### config.mk
export PLATFORM = sky130hd
export DESIGN_NAME = data_mem_arbiter_flat
export DESIGN_NICKNAME = d
export VERILOG_FILES = /design/src/rtl/data_mem_arbiter_if.sv /design/src/rtl/data_mem_arbiter.sv /design/src/flat_wrapper.sv
export SDC_FILE = /design/constraint.sdc
export NUM_CORES = 1
export LEC_CHECK = 0
export ABC_AREA = 1
export BUFFER_PORTS_ARGS = -buffer_cell sky130_fd_sc_hd__buf_2
export CAP_MARGIN = 20
export CORE_ASPECT_RATIO = 0.7
export CORE_MARGIN = 2
export CORE_UTILIZATION = 43
export DETAILED_ROUTE_END_ITERATION = 10
export PLACE_DENSITY = 0.77
export SYNTH_ARGS = -nofsm -noshare
export SYNTH_HDL_FRONTEND = slang
export SYNTH_SLANG_ARGS = --single-unit
### constraint.sdc
create_clock -name clk -period 1.6 [get_ports clk]
set_clock_uncertainty 0.2 [all_clocks]
set_input_delay 0.08 -clock clk [delete_from_list [all_inputs] [get_ports clk]]
set_output_delay 0.08 -clock clk [all_outputs]
set_load 0.01 [all_outputs]
### src/rtl/data_mem_arbiter_if.sv
// Bundle of the two requester ports plus the shared data-memory port.
// The arbiter connects through the slave modport; the requesters/memory side uses master.
interface data_mem_arbiter_if;
  logic        r0_req;
  logic [31:0] r0_addr;
  logic [31:0] r0_wdata;
  logic        r0_we;
  logic [3:0]  r0_sign_mask;
  logic        r0_ack;
  logic [31:0] r0_rdata;
  logic        r0_err;

  logic        r1_req;
  logic [31:0] r1_addr;
  logic [31:0] r1_wdata;
  logic        r1_we;
  logic [3:0]  r1_sign_mask;
  logic        r1_ack;
  logic [31:0] r1_rdata;
  logic        r1_err;

  logic [31:0] mem_addr;
  logic [31:0] mem_write_data;
  logic        mem_memread;
  logic        mem_memwrite;
  logic [3:0]  mem_sign_mask;
  logic [31:0] mem_read_data;
  logic        mem_clk_stall;
  logic        bus_err;

  modport slave (
    input  r0_req, r0_addr, r0_wdata, r0_we, r0_sign_mask,
    output r0_ack, r0_rdata, r0_err,
    input  r1_req, r1_addr, r1_wdata, r1_we, r1_sign_mask,
    output r1_ack, r1_rdata, r1_err,
    output mem_addr, mem_write_data, mem_memread, mem_memwrite, mem_sign_mask,
    input  mem_read_data, mem_clk_stall,
    output bus_err
  );

  modport master (
    output r0_req, r0_addr, r0_wdata, r0_we, r0_sign_mask,
    input  r0_ack, r0_rdata, r0_err,
    output r1_req, r1_addr, r1_wdata, r1_we, r1_sign_mask,
    input  r1_ack, r1_rdata, r1_err,
    input  mem_addr, mem_write_data, mem_memread, mem_memwrite, mem_sign_mask,
    output mem_read_data, mem_clk_stall,
    input  bus_err
  );
endinterface

### src/rtl/data_mem_arbiter.sv
// Round-robin arbiter sharing the clk_stall-handshaked data memory between two masters,
// with single-cycle strobes, per-port ack/rdata and a watchdog on the memory's busy response.
module data_mem_arbiter #(
  parameter int TIMEOUT_CYCLES = 15
) (
  input  logic              clk,
  input  logic              reset,
  data_mem_arbiter_if.slave bus
);

  localparam int CNT_W = $clog2(TIMEOUT_CYCLES + 1);

  typedef enum logic [2:0] {IDLE, ISSUE, WAIT_ACK, WAIT_DONE, RESP} state_t;

  state_t           state;
  logic             last_grant;
  logic             grant;
  logic             cur_we;
  logic [CNT_W-1:0] wait_cnt;

  logic             any_req;
  logic             pick1;
  logic [31:0]      sel_addr;
  logic [31:0]      sel_wdata;
  logic             sel_we;
  logic [3:0]       sel_mask;

  // On a tie the port that did not win last time is chosen.
  assign any_req   = bus.r0_req | bus.r1_req;
  assign pick1     = bus.r1_req & (~bus.r0_req | ~last_grant);
  assign sel_addr  = pick1 ? bus.r1_addr      : bus.r0_addr;
  assign sel_wdata = pick1 ? bus.r1_wdata     : bus.r0_wdata;
  assign sel_we    = pick1 ? bus.r1_we        : bus.r0_we;
  assign sel_mask  = pick1 ? bus.r1_sign_mask : bus.r0_sign_mask;

  always_ff @(posedge clk) begin
    if (reset) begin
      state              <= IDLE;
      last_grant         <= 1'b1;
      grant              <= 1'b0;
      cur_we             <= 1'b0;
      wait_cnt           <= '0;
      bus.mem_addr       <= '0;
      bus.mem_write_data <= '0;
      bus.mem_sign_mask  <= '0;
      bus.mem_memread    <= 1'b0;
      bus.mem_memwrite   <= 1'b0;
      bus.r0_ack         <= 1'b0;
      bus.r1_ack         <= 1'b0;
      bus.r0_err         <= 1'b0;
      bus.r1_err         <= 1'b0;
      bus.r0_rdata       <= '0;
      bus.r1_rdata       <= '0;
      bus.bus_err        <= 1'b0;
    end else begin
      bus.mem_memread  <= 1'b0;
      bus.mem_memwrite <= 1'b0;
      bus.r0_ack       <= 1'b0;
      bus.r1_ack       <= 1'b0;
      bus.r0_err       <= 1'b0;
      bus.r1_err       <= 1'b0;

      case (state)
        // Strobes are registered here so they are high during the ISSUE cycle only.
        IDLE: begin
          if (any_req && !bus.mem_clk_stall) begin
            grant              <= pick1;
            last_grant         <= pick1;
            cur_we             <= sel_we;
            bus.mem_addr       <= sel_addr;
            bus.mem_write_data <= sel_wdata;
            bus.mem_sign_mask  <= sel_mask;
            bus.mem_memread    <= ~sel_we;
            bus.mem_memwrite   <= sel_we;
            state              <= ISSUE;
          end
        end

        ISSUE: begin
          wait_cnt <= '0;
          state    <= WAIT_ACK;
        end

        WAIT_ACK: begin
          if (bus.mem_clk_stall) begin
            state <= WAIT_DONE;
          end else if (wait_cnt == CNT_W'(TIMEOUT_CYCLES)) begin
            bus.bus_err <= 1'b1;
            if (grant) begin
              bus.r1_rdata <= '0;
              bus.r1_err   <= 1'b1;
              bus.r1_ack   <= 1'b1;
            end else begin
              bus.r0_rdata <= '0;
              bus.r0_err   <= 1'b1;
              bus.r0_ack   <= 1'b1;
            end
            state <= RESP;
          end else begin
            wait_cnt <= wait_cnt + 1'b1;
          end
        end

        WAIT_DONE: begin
          if (!bus.mem_clk_stall) begin
            if (grant) begin
              if (!cur_we) bus.r1_rdata <= bus.mem_read_data;
              bus.r1_ack <= 1'b1;
            end else begin
              if (!cur_we) bus.r0_rdata <= bus.mem_read_data;
              bus.r0_ack <= 1'b1;
            end
            state <= RESP;
          end
        end

        RESP: begin
          state <= IDLE;
        end

        default: begin
          state <= IDLE;
        end
      endcase
    end
  end

endmodule

### src/flat_wrapper.sv
// flat-port wrapper written by rule: the top's interface ports become plain ports
module data_mem_arbiter_flat 
#(
  parameter int TIMEOUT_CYCLES = 15
)
  (clk, reset, bus_r0_req, bus_r0_addr, bus_r0_wdata, bus_r0_we, bus_r0_sign_mask, bus_r0_ack, bus_r0_rdata, bus_r0_err, bus_r1_req, bus_r1_addr, bus_r1_wdata, bus_r1_we, bus_r1_sign_mask, bus_r1_ack, bus_r1_rdata, bus_r1_err, bus_mem_addr, bus_mem_write_data, bus_mem_memread, bus_mem_memwrite, bus_mem_sign_mask, bus_mem_read_data, bus_mem_clk_stall, bus_bus_err);
  data_mem_arbiter_if bus_i ();
  input  logic clk;
  input  logic reset;
  input wire logic [$bits(bus_i.r0_req)-1:0] bus_r0_req;
  input wire logic [$bits(bus_i.r0_addr)-1:0] bus_r0_addr;
  input wire logic [$bits(bus_i.r0_wdata)-1:0] bus_r0_wdata;
  input wire logic [$bits(bus_i.r0_we)-1:0] bus_r0_we;
  input wire logic [$bits(bus_i.r0_sign_mask)-1:0] bus_r0_sign_mask;
  output wire logic [$bits(bus_i.r0_ack)-1:0] bus_r0_ack;
  output wire logic [$bits(bus_i.r0_rdata)-1:0] bus_r0_rdata;
  output wire logic [$bits(bus_i.r0_err)-1:0] bus_r0_err;
  input wire logic [$bits(bus_i.r1_req)-1:0] bus_r1_req;
  input wire logic [$bits(bus_i.r1_addr)-1:0] bus_r1_addr;
  input wire logic [$bits(bus_i.r1_wdata)-1:0] bus_r1_wdata;
  input wire logic [$bits(bus_i.r1_we)-1:0] bus_r1_we;
  input wire logic [$bits(bus_i.r1_sign_mask)-1:0] bus_r1_sign_mask;
  output wire logic [$bits(bus_i.r1_ack)-1:0] bus_r1_ack;
  output wire logic [$bits(bus_i.r1_rdata)-1:0] bus_r1_rdata;
  output wire logic [$bits(bus_i.r1_err)-1:0] bus_r1_err;
  output wire logic [$bits(bus_i.mem_addr)-1:0] bus_mem_addr;
  output wire logic [$bits(bus_i.mem_write_data)-1:0] bus_mem_write_data;
  output wire logic [$bits(bus_i.mem_memread)-1:0] bus_mem_memread;
  output wire logic [$bits(bus_i.mem_memwrite)-1:0] bus_mem_memwrite;
  output wire logic [$bits(bus_i.mem_sign_mask)-1:0] bus_mem_sign_mask;
  input wire logic [$bits(bus_i.mem_read_data)-1:0] bus_mem_read_data;
  input wire logic [$bits(bus_i.mem_clk_stall)-1:0] bus_mem_clk_stall;
  output wire logic [$bits(bus_i.bus_err)-1:0] bus_bus_err;
  assign bus_i.r0_req = bus_r0_req;
  assign bus_i.r0_addr = bus_r0_addr;
  assign bus_i.r0_wdata = bus_r0_wdata;
  assign bus_i.r0_we = bus_r0_we;
  assign bus_i.r0_sign_mask = bus_r0_sign_mask;
  assign bus_r0_ack = bus_i.r0_ack;
  assign bus_r0_rdata = bus_i.r0_rdata;
  assign bus_r0_err = bus_i.r0_err;
  assign bus_i.r1_req = bus_r1_req;
  assign bus_i.r1_addr = bus_r1_addr;
  assign bus_i.r1_wdata = bus_r1_wdata;
  assign bus_i.r1_we = bus_r1_we;
  assign bus_i.r1_sign_mask = bus_r1_sign_mask;
  assign bus_r1_ack = bus_i.r1_ack;
  assign bus_r1_rdata = bus_i.r1_rdata;
  assign bus_r1_err = bus_i.r1_err;
  assign bus_mem_addr = bus_i.mem_addr;
  assign bus_mem_write_data = bus_i.mem_write_data;
  assign bus_mem_memread = bus_i.mem_memread;
  assign bus_mem_memwrite = bus_i.mem_memwrite;
  assign bus_mem_sign_mask = bus_i.mem_sign_mask;
  assign bus_i.mem_read_data = bus_mem_read_data;
  assign bus_i.mem_clk_stall = bus_mem_clk_stall;
  assign bus_bus_err = bus_i.bus_err;
  data_mem_arbiter #(.TIMEOUT_CYCLES(TIMEOUT_CYCLES)) u_core (.clk(clk), .reset(reset), .bus(bus_i));
endmodule
==> results of run 1 <==
cell usage after synthesis:
cell      count  area share [%]
nand3_2       1            0.15
clkbuf_1     29             1.6
dfxtp_1     149              44
nor2_4        2            0.33
a21oi_1      70             5.2
o21a_1        1            0.11
nand3_1      49             3.6
o21ai_0       3            0.22
and3_1        1           0.092
nand2_1     506              28
ha_1          1            0.18
nand4_1       2            0.18
inv_1        94             5.2
buf_2        30             2.2
or2_2         1           0.092
nand3b_1      1            0.11
buf_4         1            0.11
nor3_1        5            0.37
nor4_1        1           0.092
nor3_2        1            0.15
nor2_2        4            0.37
inv_2         3            0.17
nor2_1      137             7.6
timing repair:
item	in CTS	in global routing
hold endpoints to repair	147	0
setup endpoints to repair	18	141
hold buffers	176	0
gates resized for setup	7	38
gates cloned	1	9
pin swaps	2	10
cells by family (layout without fill, tap and decap cells):
group                    Yosys count  after routing  share of synthesized area (%)
AO/OA/AOI/OAI                     74             74                           5.49
adder cells (fa/ha/maj)            1              1                          0.184
buffers and inverters            157            660                           9.29
flip-flops                       149            149                           43.9
AND/OR/NAND/NOR                  711            711                           41.1
per-stage QoR:
stage,power [mW],TNS [ns],instances
floorplan,5.90,0,1092
global placement,6.99,-0.00101,1578
detailed placement,7.03,-0.0411,1578
CTS,11.5,0,1786
global route,12.5,-2.84,1795
finish,12.0,-0.0515,1795
worst max-delay path: stages (launching register included):
cell and delay, ns:
dfxtp_4 0.37, nor3_4 0.25, nand2_4 0.15, clkinv_8 0.12, buf_12 0.14, nand2_1 0.09, o21ai_0 0.21
state kept, by name, summed over array words and instances, names as in the netlist:
name	cells
u_core.bus.bus_err	1
u_core.bus.mem_addr	32
u_core.bus.mem_memread	1
u_core.bus.mem_memwrite	1
u_core.bus.mem_sign_mask	4
u_core.bus.mem_write_data	32
u_core.bus.r0_ack	1
u_core.bus.r0_err	1
u_core.bus.r0_rdata	32
u_core.bus.r1_ack	1
u_core.bus.r1_err	1
u_core.bus.r1_rdata	32
u_core.cur_we	1
u_core.grant	1
u_core.last_grant	1
u_core.state	3
u_core.wait_cnt	4
routing by layer:
metal	GRT usage, %	part of all wire, %	up-vias
met5	0	0	-
met1	34.0	38	4041
li1	-	-	4279
met4	21.0	6.1	0
met2	52.0	46	597
met3	9.34	9.5	178
area by class of cell:
cell class	count	area (um2)	share of cell area, %
multi-input combinational	786	3310	28.6
tap	200	250	2.16
sequential	149	2990	25.9
inverter	97	384	3.32
timing repair buffer	532	4030	34.8
clock inverter	12	153	1.32
clock buffer	19	453	3.92
final timing paths:
check                                start                            end  slack [ns]  depth (start not counted)
max                        u_core.state[1]                  u_core.cur_we       -0.03                          6
min                      bus_mem_clk_stall                u_core.state[2]        0.16                          7
max reg2reg                u_core.state[1]                  u_core.cur_we       -0.03                          6
min reg2reg  u_core.bus.mem_write_data[14]  u_core.bus.mem_write_data[14]        0.26                          2
where the power goes:
group	leakage, nW	switching [mW]	internal [mW]	total [mW]
Clock	0.299	1.60	2.53	4.13
Sequential	1.21	0.224	4.07	4.29
Combinational	4.66	2.02	1.57	3.59
==> results.toml, run 1 <==
[status]
status = "complete, but fails checks"
violations = "negative setup slack"

[cells_and_area]
nNetsFinal = 1759
final_layout_size_suffix_gt1_share_pct = 27.0
antennaDiodeCount = 0
final_core_util_pct = 74.9
fill_cells = 1084
fin_area_mm2 = 0.0116
synthToLayoutAreaGrowth_pct = 70.4
layout_common_cells = "nand2_1 (496), buf_2 (313), dlygate4sd3_1 (176)"
final_common_cell = "nand2_1"

[route]
first_pass_iters = 6
viasPerCell = 5.07
remaining_drc_errors = 0
vias = 9095
routed_wirelength_um = 28500
drtIter0Drc = 830
wl_per_cell_um = 15.9
postRouteAntennaNets = 0

[floorplanning]
core_area_mm2 = 0.0155
rows = 38
die_y_um = 109
die_w_um = 154
initial_core_util_pct = 43.9
pin_count = 314
dieArea_mm2 = 0.0168

[clock_tree]
clock_path_buffers = 2
clk_latency_ns = 0.41
numCtsBuffers = 17
clk_pin_slew_ns = 0.06
cts.sinks = 149
clock_tree.root_cell = "clkbuf_16"
cts_tree = "yes"
cts_setup_buffers = 0
htreeDepth = 4

[place]
gp_congestion = 0.858
post-place-ws_ns = -0.0238
dp_hpwl_um = 14500
placed_area_mm2 = 0.00880
port_buffers = 313

[worst_hold_path]
hp-class = "input pin to register"

[synthesis]
avgSynthCellArea_um2 = 6.22
synth-seq-area-share_pct = 43.9
ys_types = 23
synthesis.nets = 1268
netlist_instances = 1092
ys_ff_latch = 149
syn-cell-area_mm2 = 0.00679
yosys_warnings = 0

[sta]
slew_violations = 0
period_share_pct = 102
setup_viol = 2
fin_ws_ns = -0.0325
hold_viol = 0
period_needed_ns = 1.63
max_freq_mhz = 613
worst_pin_slew_ns = 0.475
holdWs_ns = 0.165
slew_headroom_pct = 68.3
rsz0062_at_grt = "true"

[flow_run]
cap_violations = 0

[power_and_ir_drop]
ir_drop_v = 0.000728
p_leak_nw = 6.17
powerDensity_mw_per_mm2 = 1040

[critical_path]
cp-end-kind = "register"
critPathMaxFanout = 14
crit_arrival_ns = 1.75
worstSetupPathType = "register to register"
cp_data_required_time_ns = 1.72
crit_path_start_kind = "register"

[global_route]
grt_pass1_wl_um = 41500
grt_remaining_overflow = 0
antenna_found_initial = 0
grt.total_usage_pct = 30.8
grt_max_degree = 75
grt_pass1_vias = 8922
Note: power is estimated with default switching activity, not from simulation.
==> inputs of run 2 (changes only) <==
--- a/config.mk
+++ b/config.mk
@@ -10,9 +10,9 @@
 export CAP_MARGIN = 20
 export CORE_ASPECT_RATIO = 0.7
 export CORE_MARGIN = 2
-export CORE_UTILIZATION = 43
+export CORE_UTILIZATION = 32
 export DETAILED_ROUTE_END_ITERATION = 10
-export PLACE_DENSITY = 0.77
+export SLEW_MARGIN = 20
 export SYNTH_ARGS = -nofsm -noshare
 export SYNTH_HDL_FRONTEND = slang
 export SYNTH_SLANG_ARGS = --single-unit
==> constraint.sdc (replaced) <==
create_clock -name clk -period 1.7 [get_ports clk]
set_clock_uncertainty 0.2 [all_clocks]
set_input_delay 0.085 -clock clk [delete_from_list [all_inputs] [get_ports clk]]
set_output_delay 0.085 -clock clk [all_outputs]
set_load 0.01 [all_outputs]
==> run 2 against run 1 <==
  * The flow now finishes without violations
  * Via count is 7.7% lower
  * Register-to-register slack improved by 0.06 ns
  * Design area is 0.19% lower
  * Clock power down 10%
  * Global-route usage decreased by 9.6 points
  * Critical path type unchanged
  * Largest cell class unchanged
==> results.toml, run 2 (synthesis gave the netlist of run 1 again) <==
[status]
status = "complete, no violations"

[sta]
period_share_pct = 98.1
rsz0062_at_grt = "true"
slew_violations = 0
max_freq_mhz = 599
setup_viol = 0
hold_viol = 0
fin_ws_ns = 0.0317
period_needed_ns = 1.67
worst_pin_slew_ns = 0.523
slew_headroom_pct = 65.1

[cells_and_area]
nNetsFinal = 1758
layout_common_cells = "nand2_1 (492), buf_2 (312), dlygate4sd3_1 (172)"
synthToLayoutAreaGrowth_pct = 70.1
final_layout_size_suffix_gt1_share_pct = 27.0
fin_area_mm2 = 0.0115
final_common_cell = "nand2_1"
antennaDiodeCount = 0

[clock_tree]
clk_pin_slew_ns = 0.07
numCtsBuffers = 17
clock_tree.root_cell = "clkbuf_16"
cts_tree = "yes"
clk_latency_ns = 0.41
htreeDepth = 4
cts.sinks = 149
clock_path_buffers = 2

[floorplanning]
die_w_um = 178
die_y_um = 126
pin_count = 314
core_area_mm2 = 0.0208
dieArea_mm2 = 0.0224
rows = 44
initial_core_util_pct = 32.7

[critical_path]
cp_data_required_time_ns = 1.80
crit_arrival_ns = 1.77
cp-end-kind = "register"
worstSetupPathType = "register to register"
critPathMaxFanout = 8
crit_path_start_kind = "register"

[power_and_ir_drop]
ir_drop_v = 0.000638
swShare_pct = 31.6
powerDensity_mw_per_mm2 = 939
p_leak_nw = 6.11
power_switching_mw = 3.43
p_int_mw = 7.41
p_clk_share_pct = 34.2
pwr-share-seq_pct = 36.9
power_frac_comb_pct = 28.9

[place]
gp_congestion = 0.812
port_buffers = 313
post-place-ws_ns = -0.0305
dp_hpwl_um = 15100
placed_area_mm2 = 0.00891

[global_route]
grt_max_degree = 69
antenna_found_initial = 0
grt_pass1_wl_um = 38300
grt_pass1_vias = 7987
grt_remaining_overflow = 0
grt.total_usage_pct = 21.2
grt_busiest_layer = "met2"
grt_use_met2_pct = 35.7
grtUsageMet3_pct = 5.25
met1_usage_pct = 25.6

[route]
drtIter0Drc = 511
wl_per_cell_um = 13.5
vias = 8397
routed_wirelength_um = 25300
first_pass_iters = 5
viasPerCell = 4.49
remaining_drc_errors = 0
postRouteAntennaNets = 0

[worst_hold_path]
hp-class = "input pin to register"

[flow_run]
cap_violations = 0
## run 2: cell types whose count changed in the layout (fill, tap and decap cells not counted), moves of 3 or more
cell / change
dfxtp_2: -3
clkbuf_16: -4
buf_6: +4
buf_4: +4
dlygate4sd3_1: -4
clkinvlp_4: +3
nand2_1: -4
dfxtp_1: +3
## run 2: metrics by stage
stage	util (%)	setup TNS [ns]	total power [mW]	hold WS, ns	std cells
CTS	54.0	0	10.7	0.0312	1860
global route	55.6	-0.266	11.5	0.0423	1869
global placement	42.9	0	6.64	0.132	1658
floorplan	-	0	5.55	-0.0365	1092
detailed placement	42.9	-0.0305	6.65	0.131	1658
finish	55.6	0	10.8	0.0350	1869
## run 2: power by group through the flow
stage                     Combinational (mW)  Clock (mW)  Sequential [mW]
final                                   3.13        3.71             4.00
after global routing                    3.47        3.97             4.04
after CTS                               2.91        3.82             3.99
after detailed placement                2.59           0             4.06
after global placement                  2.59           0             4.05
after floorplan                         1.35           0             4.20
## run 2: repair_timing
| item | in CTS | in global routing |
|---|---|---|
| pin swaps | 0 | 6 |
| hold buffers | 172 | 1 |
| gates resized for setup | 1 | 49 |
| cloned | 0 | 6 |
| endpoints found under the hold margin | 143 | 2 |
| setup buffers | 0 | 3 |
| endpoints found under the setup margin | 5 | 102 |
## run 2: layer usage
layer | wire, um | part of all wire (%) | vias to the layer above
li1 | - | - | 4275
met1 | 11200 | 44 | 3770
met2 | 11700 | 46 | 285
met3 | 1500 | 5.9 | 67
met4 | 819 | 3.2 | 0
met5 | 0 | 0 | -
## run 2: worst paths after layout
check | start | end | slack (ns) | cells past startpoint
min reg2reg | u_core.bus.mem_write_data[28] | u_core.bus.mem_write_data[28] | 0.26 | 2
min | bus_r1_req | u_core.grant | 0.03 | 5
max | u_core.state[2] | u_core.bus.r1_rdata[3] | 0.03 | 10
max reg2reg | u_core.state[2] | u_core.bus.r1_rdata[3] | 0.03 | 10
## run 2: final cells by class
class | instances | area, um2
fill | 1934 | 9210
timing repair buffer | 531 | 3950
multi-input combinational | 786 | 3320
sequential | 149 | 2990
clock buffer | 19 | 443
inverter | 97 | 372
tap | 276 | 345
clock inverter | 11 | 126
## run 2: worst max-delay path, stage by stage, from the launching register on
cell and delay, ns:
dfxtp_2 0.33, buf_6 0.13, inv_8 0.06, nand2_4 0.05
nor2_4 0.14, nand2_4 0.08, nand3_4 0.20, clkbuf_16 0.22
nand2_2 0.04, nand2_1 0.05, nor2_1 0.03
